`src/rtl/huffman_pkg.sv`:
```
// Shared constants, FSM state type and code-length helper for the serial Huffman decoder.
package huffman_pkg;

    localparam int unsigned MAX_LEN = 8;
    localparam int unsigned SYM_W   = 3;
    localparam int unsigned NUM_SYM = 6;
    localparam int unsigned LEN_W   = $clog2(MAX_LEN + 1);
    localparam int unsigned CNT_W   = 8;

    typedef enum logic [1:0] {
        StIdle,
        StDecode,
        StHold,
        StErr
    } state_e;

    // Masks are contiguous low ones, so the number of set bits is the code length.
    function automatic logic [LEN_W-1:0] popcount(input logic [MAX_LEN-1:0] v);
        logic [LEN_W-1:0] n;
        n = '0;
        for (int i = 0; i < MAX_LEN; i++) begin
            n = n + LEN_W'(v[i]);
        end
        return n;
    endfunction

endpackage

```
`src/rtl/huffman_match.sv`:
```
// Combinational code matcher: compares the updated shift register against every table entry
// and reports the lowest-indexed symbol whose code and length both agree.
module huffman_match
    import huffman_pkg::*;
(
    input  logic [MAX_LEN-1:0]              sr_next_i,
    input  logic [LEN_W-1:0]                len_next_i,
    input  logic [NUM_SYM-1:0][MAX_LEN-1:0] hc_i,
    input  logic [NUM_SYM-1:0][MAX_LEN-1:0] mask_i,
    input  logic [NUM_SYM-1:0][LEN_W-1:0]   len_i,
    output logic                            hit_o,
    output logic [SYM_W-1:0]                idx_o
);

    logic [NUM_SYM-1:0] match;

    for (genvar k = 0; k < NUM_SYM; k++) begin : g_cmp
        // A zero-length entry is an unused symbol and must never fire.
        assign match[k] = (len_i[k] != '0) &&
                          (len_next_i == len_i[k]) &&
                          ((sr_next_i & mask_i[k]) == hc_i[k]);
    end

    always_comb begin
        hit_o = 1'b0;
        idx_o = '0;
        // Scan high to low so the lowest matching index is the one left standing.
        for (int k = NUM_SYM - 1; k >= 0; k--) begin
            if (match[k]) begin
                hit_o = 1'b1;
                idx_o = SYM_W'(k + 1);
            end
        end
    end

endmodule

```
`src/rtl/huffman_decoder.sv`:
```
// Serial MSB-first Huffman decoder for a 6-symbol table with a one-entry output register.
// Define HUFF_DEC_HIST_EN to add per-symbol consumption counters DCNT1..DCNT6.
module huffman_decoder
    import huffman_pkg::*;
(
    input  logic               clk,
    input  logic               reset,
    input  logic               code_valid,
    input  logic [MAX_LEN-1:0] HC1,
    input  logic [MAX_LEN-1:0] HC2,
    input  logic [MAX_LEN-1:0] HC3,
    input  logic [MAX_LEN-1:0] HC4,
    input  logic [MAX_LEN-1:0] HC5,
    input  logic [MAX_LEN-1:0] HC6,
    input  logic [MAX_LEN-1:0] M1,
    input  logic [MAX_LEN-1:0] M2,
    input  logic [MAX_LEN-1:0] M3,
    input  logic [MAX_LEN-1:0] M4,
    input  logic [MAX_LEN-1:0] M5,
    input  logic [MAX_LEN-1:0] M6,
    input  logic               bit_valid,
    input  logic               bit_data,
    output logic               bit_ready,
    output logic               sym_valid,
    output logic [SYM_W-1:0]   sym_data,
    input  logic               sym_ready,
    output logic               dec_err,
    output logic               tbl_loaded
`ifdef HUFF_DEC_HIST_EN
    ,
    output logic [CNT_W-1:0]   DCNT1,
    output logic [CNT_W-1:0]   DCNT2,
    output logic [CNT_W-1:0]   DCNT3,
    output logic [CNT_W-1:0]   DCNT4,
    output logic [CNT_W-1:0]   DCNT5,
    output logic [CNT_W-1:0]   DCNT6
`endif
);

    state_e                          state_q, state_d;
    logic [MAX_LEN-1:0]              sr_q, sr_d;
    logic [LEN_W-1:0]                len_q, len_d;
    logic [NUM_SYM-1:0][MAX_LEN-1:0] hc_q, hc_d;
    logic [NUM_SYM-1:0][MAX_LEN-1:0] m_q, m_d;
    logic [NUM_SYM-1:0][LEN_W-1:0]   cl_q, cl_d;
    logic                            sym_valid_q, sym_valid_d;
    logic [SYM_W-1:0]                sym_data_q, sym_data_d;
    logic                            dec_err_q, dec_err_d;
    logic                            tbl_loaded_q, tbl_loaded_d;

    logic [NUM_SYM-1:0][MAX_LEN-1:0] hc_in, m_in;
    logic [MAX_LEN-1:0]              sr_next;
    logic [LEN_W-1:0]                len_next;
    logic                            hit;
    logic [SYM_W-1:0]                hit_idx;
    logic                            accept;
    logic                            consume;

    assign hc_in = {HC6, HC5, HC4, HC3, HC2, HC1};
    assign m_in  = {M6, M5, M4, M3, M2, M1};

    assign sr_next  = {sr_q[MAX_LEN-2:0], bit_data};
    assign len_next = len_q + LEN_W'(1);

    huffman_match u_match (
        .sr_next_i  (sr_next),
        .len_next_i (len_next),
        .hc_i       (hc_q),
        .mask_i     (m_q),
        .len_i      (cl_q),
        .hit_o      (hit),
        .idx_o      (hit_idx)
    );

    // A table load wins the cycle, so the bit handshake is withheld while it happens.
    always_comb begin
        bit_ready = 1'b0;
        if (!code_valid) begin
            case (state_q)
                StDecode: bit_ready = 1'b1;
                StHold:   bit_ready = sym_ready;
                default:  bit_ready = 1'b0;
            endcase
        end
    end

    assign accept  = bit_valid & bit_ready;
    assign consume = sym_valid_q & sym_ready;

    always_comb begin
        state_d      = state_q;
        sr_d         = sr_q;
        len_d        = len_q;
        hc_d         = hc_q;
        m_d          = m_q;
        cl_d         = cl_q;
        sym_valid_d  = sym_valid_q;
        sym_data_d   = sym_data_q;
        dec_err_d    = dec_err_q;
        tbl_loaded_d = tbl_loaded_q;

        if (code_valid) begin
            hc_d = hc_in;
            m_d  = m_in;
            for (int k = 0; k < NUM_SYM; k++) begin
                cl_d[k] = popcount(m_in[k]);
            end
            tbl_loaded_d = 1'b1;
            sr_d         = '0;
            len_d        = '0;
            sym_valid_d  = 1'b0;
            sym_data_d   = '0;
            dec_err_d    = 1'b0;
            state_d      = StDecode;
        end else begin
            unique case (state_q)
                StIdle: begin
                end
                StDecode, StHold: begin
                    if (consume) begin
                        sym_valid_d = 1'b0;
                        state_d     = StDecode;
                    end
                    if (accept) begin
                        if (hit) begin
                            // Overwrites a symbol consumed this same cycle, keeping full rate.
                            sym_data_d  = hit_idx;
                            sym_valid_d = 1'b1;
                            sr_d        = '0;
                            len_d       = '0;
                            state_d     = StHold;
                        end else if (len_next == LEN_W'(MAX_LEN)) begin
                            dec_err_d   = 1'b1;
                            sym_valid_d = 1'b0;
                            sr_d        = '0;
                            len_d       = '0;
                            state_d     = StErr;
                        end else begin
                            sr_d  = sr_next;
                            len_d = len_next;
                        end
                    end
                end
                StErr: begin
                end
                default: state_d = StIdle;
            endcase
        end
    end

    always_ff @(posedge clk or negedge reset) begin
        if (!reset) begin
            state_q      <= StIdle;
            sr_q         <= '0;
            len_q        <= '0;
            hc_q         <= '0;
            m_q          <= '0;
            cl_q         <= '0;
            sym_valid_q  <= 1'b0;
            sym_data_q   <= '0;
            dec_err_q    <= 1'b0;
            tbl_loaded_q <= 1'b0;
        end else begin
            state_q      <= state_d;
            sr_q         <= sr_d;
            len_q        <= len_d;
            hc_q         <= hc_d;
            m_q          <= m_d;
            cl_q         <= cl_d;
            sym_valid_q  <= sym_valid_d;
            sym_data_q   <= sym_data_d;
            dec_err_q    <= dec_err_d;
            tbl_loaded_q <= tbl_loaded_d;
        end
    end

    assign sym_valid  = sym_valid_q;
    assign sym_data   = sym_data_q;
    assign dec_err    = dec_err_q;
    assign tbl_loaded = tbl_loaded_q;

`ifdef HUFF_DEC_HIST_EN
    logic [NUM_SYM-1:0][CNT_W-1:0] cnt_q, cnt_d;

    always_comb begin
        cnt_d = cnt_q;
        if (code_valid) begin
            cnt_d = '0;
        end else if (consume) begin
            for (int k = 0; k < NUM_SYM; k++) begin
                if ((sym_data_q == SYM_W'(k + 1)) && (cnt_q[k] != '1)) begin
                    cnt_d[k] = cnt_q[k] + CNT_W'(1);
                end
            end
        end
    end

    always_ff @(posedge clk or negedge reset) begin
        if (!reset) begin
            cnt_q <= '0;
        end else begin
            cnt_q <= cnt_d;
        end
    end

    assign DCNT1 = cnt_q[0];
    assign DCNT2 = cnt_q[1];
    assign DCNT3 = cnt_q[2];
    assign DCNT4 = cnt_q[3];
    assign DCNT5 = cnt_q[4];
    assign DCNT6 = cnt_q[5];
`endif

endmodule

```
`config.mk`:
```
export PLATFORM = sky130hd
export DESIGN_NAME = huffman_decoder
export DESIGN_NICKNAME = d
export VERILOG_FILES = /design/src/rtl/huffman_pkg.sv /design/src/rtl/huffman_match.sv /design/src/rtl/huffman_decoder.sv
export SDC_FILE = /design/constraint.sdc
export NUM_CORES = 1
export LEC_CHECK = 0
export ABC_AREA = 1
export BUFFER_PORTS_ARGS = -buffer_cell sky130_fd_sc_hd__buf_2
export CAP_MARGIN = 0
export CORE_ASPECT_RATIO = 1.2
export CORE_MARGIN = 1
export CORE_UTILIZATION = 40
export CTS_BUF_LIST = sky130_fd_sc_hd__clkbuf_8
export CTS_CLUSTER_SIZE = 28
export DETAILED_ROUTE_END_ITERATION = 10
export PLACE_DENSITY = 0.68
export SKIP_CTS_REPAIR_TIMING = 1
export SYNTH_ARGS = -nofsm -noshare
export SYNTH_HDL_FRONTEND = slang
export SYNTH_SLANG_ARGS = --single-unit
```
`constraint.sdc`:
```
create_clock -name clk -period 3.2 [get_ports clk]
set_clock_uncertainty 0.2 [all_clocks]
set_input_delay 0.32 -clock clk [delete_from_list [all_inputs] [get_ports clk]]
set_output_delay 0.32 -clock clk [all_outputs]
set_load 0.005 [all_outputs]
```
==> flow_metrics.py <==
metrics = {
    "layout": {
        "area_growth_pct": 24.48,
        "antenna-diode-count": 0,
        "final_net_count": 1464,
        "layout-drive-gt1-share_pct": 12.18,
    },
    "critical_path": {
        "worstSetupEndpointType": "flip-flop",
        "cp_max_fo": 2,
        "ordered_cell_list_for_the_critical_path": "dlygate4sd3_1 -> buf_2 -> inv_1 -> fa_1 -> fa_1 -> inv_1 -> ha_1 -> inv_1 -> fa_1 -> xor2_1 -> o21ai_0",
        "worst-setup-path-type": "in2reg",
        "path_buf_inv": 5,
        "family_with_the_most_delay_on_the_worst_path": "adder cells",
        "critPathLaunchType": "primary input",
        "worstPathArrival_ps": 2920,
        "timing.critical_path.required_ps": 3380,
        "slowest_stage": "sky130_fd_sc_hd__dlygate4sd3_1",
        "highest_cell_delay_on_the_worst_timing_path_ps": 540,
    },
    "cts": {
        "tritoncts": "built",
        "cts_num_sinks": 139,
        "numCtsBuffers": 17,
        "maximum_level_of_the_cts_h_tree": 4,
        "cts_clk_pin_slew_worst_paths_ps": 80,
        "cts.path.max_buffers": 2,
        "clock-root-buffer": "sky130_fd_sc_hd__clkbuf_8",
        "clock_latency_ps": 460,
    },
    "routing": {
        "drc_errors": 0,
        "detail_route.wirelength_um": 22300,
        "viasPerCell": 4.799,
        "drt_iter0_drc": 432,
        "avgRoutedWirePerCell_um": 13.98,
        "detailedRoute.firstPassIterationCount": 5,
        "antenna_left": 0,
        "vias": 7654,
    },
    "floorplan": {
        "design.portCount": 109,
        "die-width_um": 133.6,
        "floorplan.die.height_um": 159.9,
        "core_area_um2": 20330,
        "floorplan.die_area_um2": 21350,
        "initial_standard_cell_utilization_of_the_core_pct": 40.87,
        "fp-row-count": 57,
    },
    "timing": {
        "actual_transition_at_the_worst_max_transition_pin_ps": 739.2,
        "hold_ws_ps": -31.78,
        "finalWorstPathRequiredPeriod_ps": 2738,
        "timing.final.max_slew_violations": 0,
        "relSlewSlack_pct": 50.72,
        "final_min_period_over_clock_period_pct": 85.56,
        "grt_setup_unrepaired": "false",
        "report.final.setup_viol": 0,
        "tns_ps": 0,
        "fmax_mhz": 365.2,
        "timing_hold_violations_final": 7,
    },
    "placed_design": {
        "placement.io_buffers": 108,
        "gp_congestion": 0.8198,
        "post-dp-hpwl_um": 15610,
    },
    "logic_synthesis": {
        "mappedNetlistArea_um2": 8307,
        "synth.distinct_cells": 33,
        "synth_flop_cell": "sky130_fd_sc_hd__dfrtp_1",
        "syn_avg_cell_area_um2": 7.345,
        "yosys_reg_bits": 139,
        "synthArstFlopShare_pct": 100.0,
        "synth_edf_count": 0,
        "synth_cells": 1131,
        "synth.yosys.warnings": 0,
        "postSynthNetCount": 1278,
        "synth_sequential_area_ratio_pct": 41.87,
    },
    "flow_run": {
        "drv.max_cap_violation_count": 0,
    },
    "global_route": {
        "globalRouteTotalUtil_pct": 21.68,
        "global_route.overflow_total": 0,
        "grt_antenna_before_repair": 0,
        "grt_first_pass_wirelength_um": 35630,
        "grt_max_degree": 68,
        "first_global_vias": 7261,
    },
    "run_status": {
        "status": "finished with violations",
        "violations": "hold timing",
    },
    "min_path": {
        "worstHoldPathType": "in2reg",
    },
    "power": {
        "p_leak_uw": 0.005522,
        "ir_drop_uv": 305.6,
        "power-per-cell-area_nw_per_um2": 460.1,
    },
}
[final cells by class]
class / instances / area, um2
Fill cell: 2009 / 9986
Multi-Input combinational cell: 792 / 4041
Sequential cell: 139 / 3478
Timing Repair Buffer: 205 / 1518
Inverter: 162 / 610.6
Tap cell: 265 / 331.6
Clock buffer: 20 / 275.3
Clock inverter: 12 / 85.08
[registers in the layout, indices dropped and copies added (netlist names)]
register and count:
hc_q 48, sym_valid 1, len_q 4, sym_data 3
m_q 48, state_q 2, sr_q 7, tbl_loaded 1
cl_q 24, dec_err 1
[per-layer routing]
| metal | vias to the layer above | wire length [um] | track usage [%] |
|---|---|---|---|
| met2 | 163 | 11250 | 37.88 |
| li1 | 3876 | - | - |
| met5 | - | 0 | 0 |
| met3 | 34 | 738 | 3.048 |
| met1 | 3581 | 9778 | 26.65 |
| met4 | 0 | 540 | 8.988 |
[layout by cell type (no fill, tap or decap), types with 10 or more instances in the layout]
cell type and n:
sky130_fd_sc_hd__dfrtp_1 139, sky130_fd_sc_hd__buf_4 10, sky130_fd_sc_hd__ha_1 21, sky130_fd_sc_hd__o21ai_0 93
sky130_fd_sc_hd__nor2_1 70, sky130_fd_sc_hd__inv_1 164, sky130_fd_sc_hd__fa_1 24, sky130_fd_sc_hd__nand3_1 99
sky130_fd_sc_hd__clkbuf_8 20, sky130_fd_sc_hd__a21oi_1 14, sky130_fd_sc_hd__nand2_1 416, sky130_fd_sc_hd__dlygate4sd3_1 86
sky130_fd_sc_hd__xor2_1 11, sky130_fd_sc_hd__buf_2 106
[logic make-up (layout without fill, tap and decap cells)]
group	count (synthesis)	after routing	share of synthesized area, %
xor gates and xnor gates	19	19	2.003
buffers and inverters	200	399	9.474
adders and majority gates	45	45	8.947
DFF	139	139	41.87
AOI/OAI and AO/OA	115	115	7.034
and+or+nand+nor	613	613	30.67
[through the flow]
step                      std cells  power, uW  setup WS (ps)  instance area [um2]  utilization, %
after CTS                      1509       4720          489.4                 9479           46.64
final                          1595       4758          462.1                10340           50.87
after floorplan                1131       2989          254.5                 8307               -
after detailed placement       1477       3384          5.956                 9119           44.86
after global routing           1595       5106          351.0                10340           50.87
after global placement         1477       3344          64.36                 9119           44.86
[final timing paths]
kind | from | endpoint | slack (ps) | cells after the start
setup / recovery | M4[6] | cl_q[14] | 460 | 11
hold / removal | M2[4] | m_q[12] | -30 | 3
setup reg to reg | state_q[0] | len_q[3] | 730 | 9
hold reg to reg | tbl_loaded | tbl_loaded | 270 | 1
max in group asynchronous | reset | hc_q[2] | 1800 | 3
min in group asynchronous | reset | hc_q[8] | 210 | 2
[worst reg2reg max path: stages (launching register included)]
cell                      delay, ps
sky130_fd_sc_hd__dfrtp_1        380
sky130_fd_sc_hd__inv_1           60
sky130_fd_sc_hd__ha_1           340
sky130_fd_sc_hd__nor2_1         180
sky130_fd_sc_hd__o21ai_0        120
sky130_fd_sc_hd__inv_1           80
sky130_fd_sc_hd__nand2_1        230
sky130_fd_sc_hd__nor3_2         560
sky130_fd_sc_hd__nand3_1        150
sky130_fd_sc_hd__o21ai_0        100
[where the power goes]
group,switching (uW),internal [uW],total [uW]
sequential,159,1960,2120
combinational,755,555,1310
clock,668,657,1320
total,1580,3180,4760
[synthesized netlist by cell type (3+ instances only)]
cell type	count	area share, %
sky130_fd_sc_hd__a21oi_1	14	0.84
sky130_fd_sc_hd__buf_2	6	0.36
sky130_fd_sc_hd__buf_4	3	0.27
sky130_fd_sc_hd__clkbuf_1	27	1.2
sky130_fd_sc_hd__dfrtp_1	139	42
sky130_fd_sc_hd__fa_1	24	5.8
sky130_fd_sc_hd__ha_1	21	3.2
sky130_fd_sc_hd__inv_1	159	7.2
sky130_fd_sc_hd__nand2_1	416	19
sky130_fd_sc_hd__nand2_4	5	0.68
sky130_fd_sc_hd__nand3_1	99	6.0
sky130_fd_sc_hd__nand3b_1	8	0.72
sky130_fd_sc_hd__nor2_1	70	3.2
sky130_fd_sc_hd__o21ai_0	93	5.6
sky130_fd_sc_hd__o22ai_1	7	0.53
sky130_fd_sc_hd__xnor2_1	8	0.84
sky130_fd_sc_hd__xor2_1	11	1.2
No activity file was read; power rests on OpenSTA's default activity.
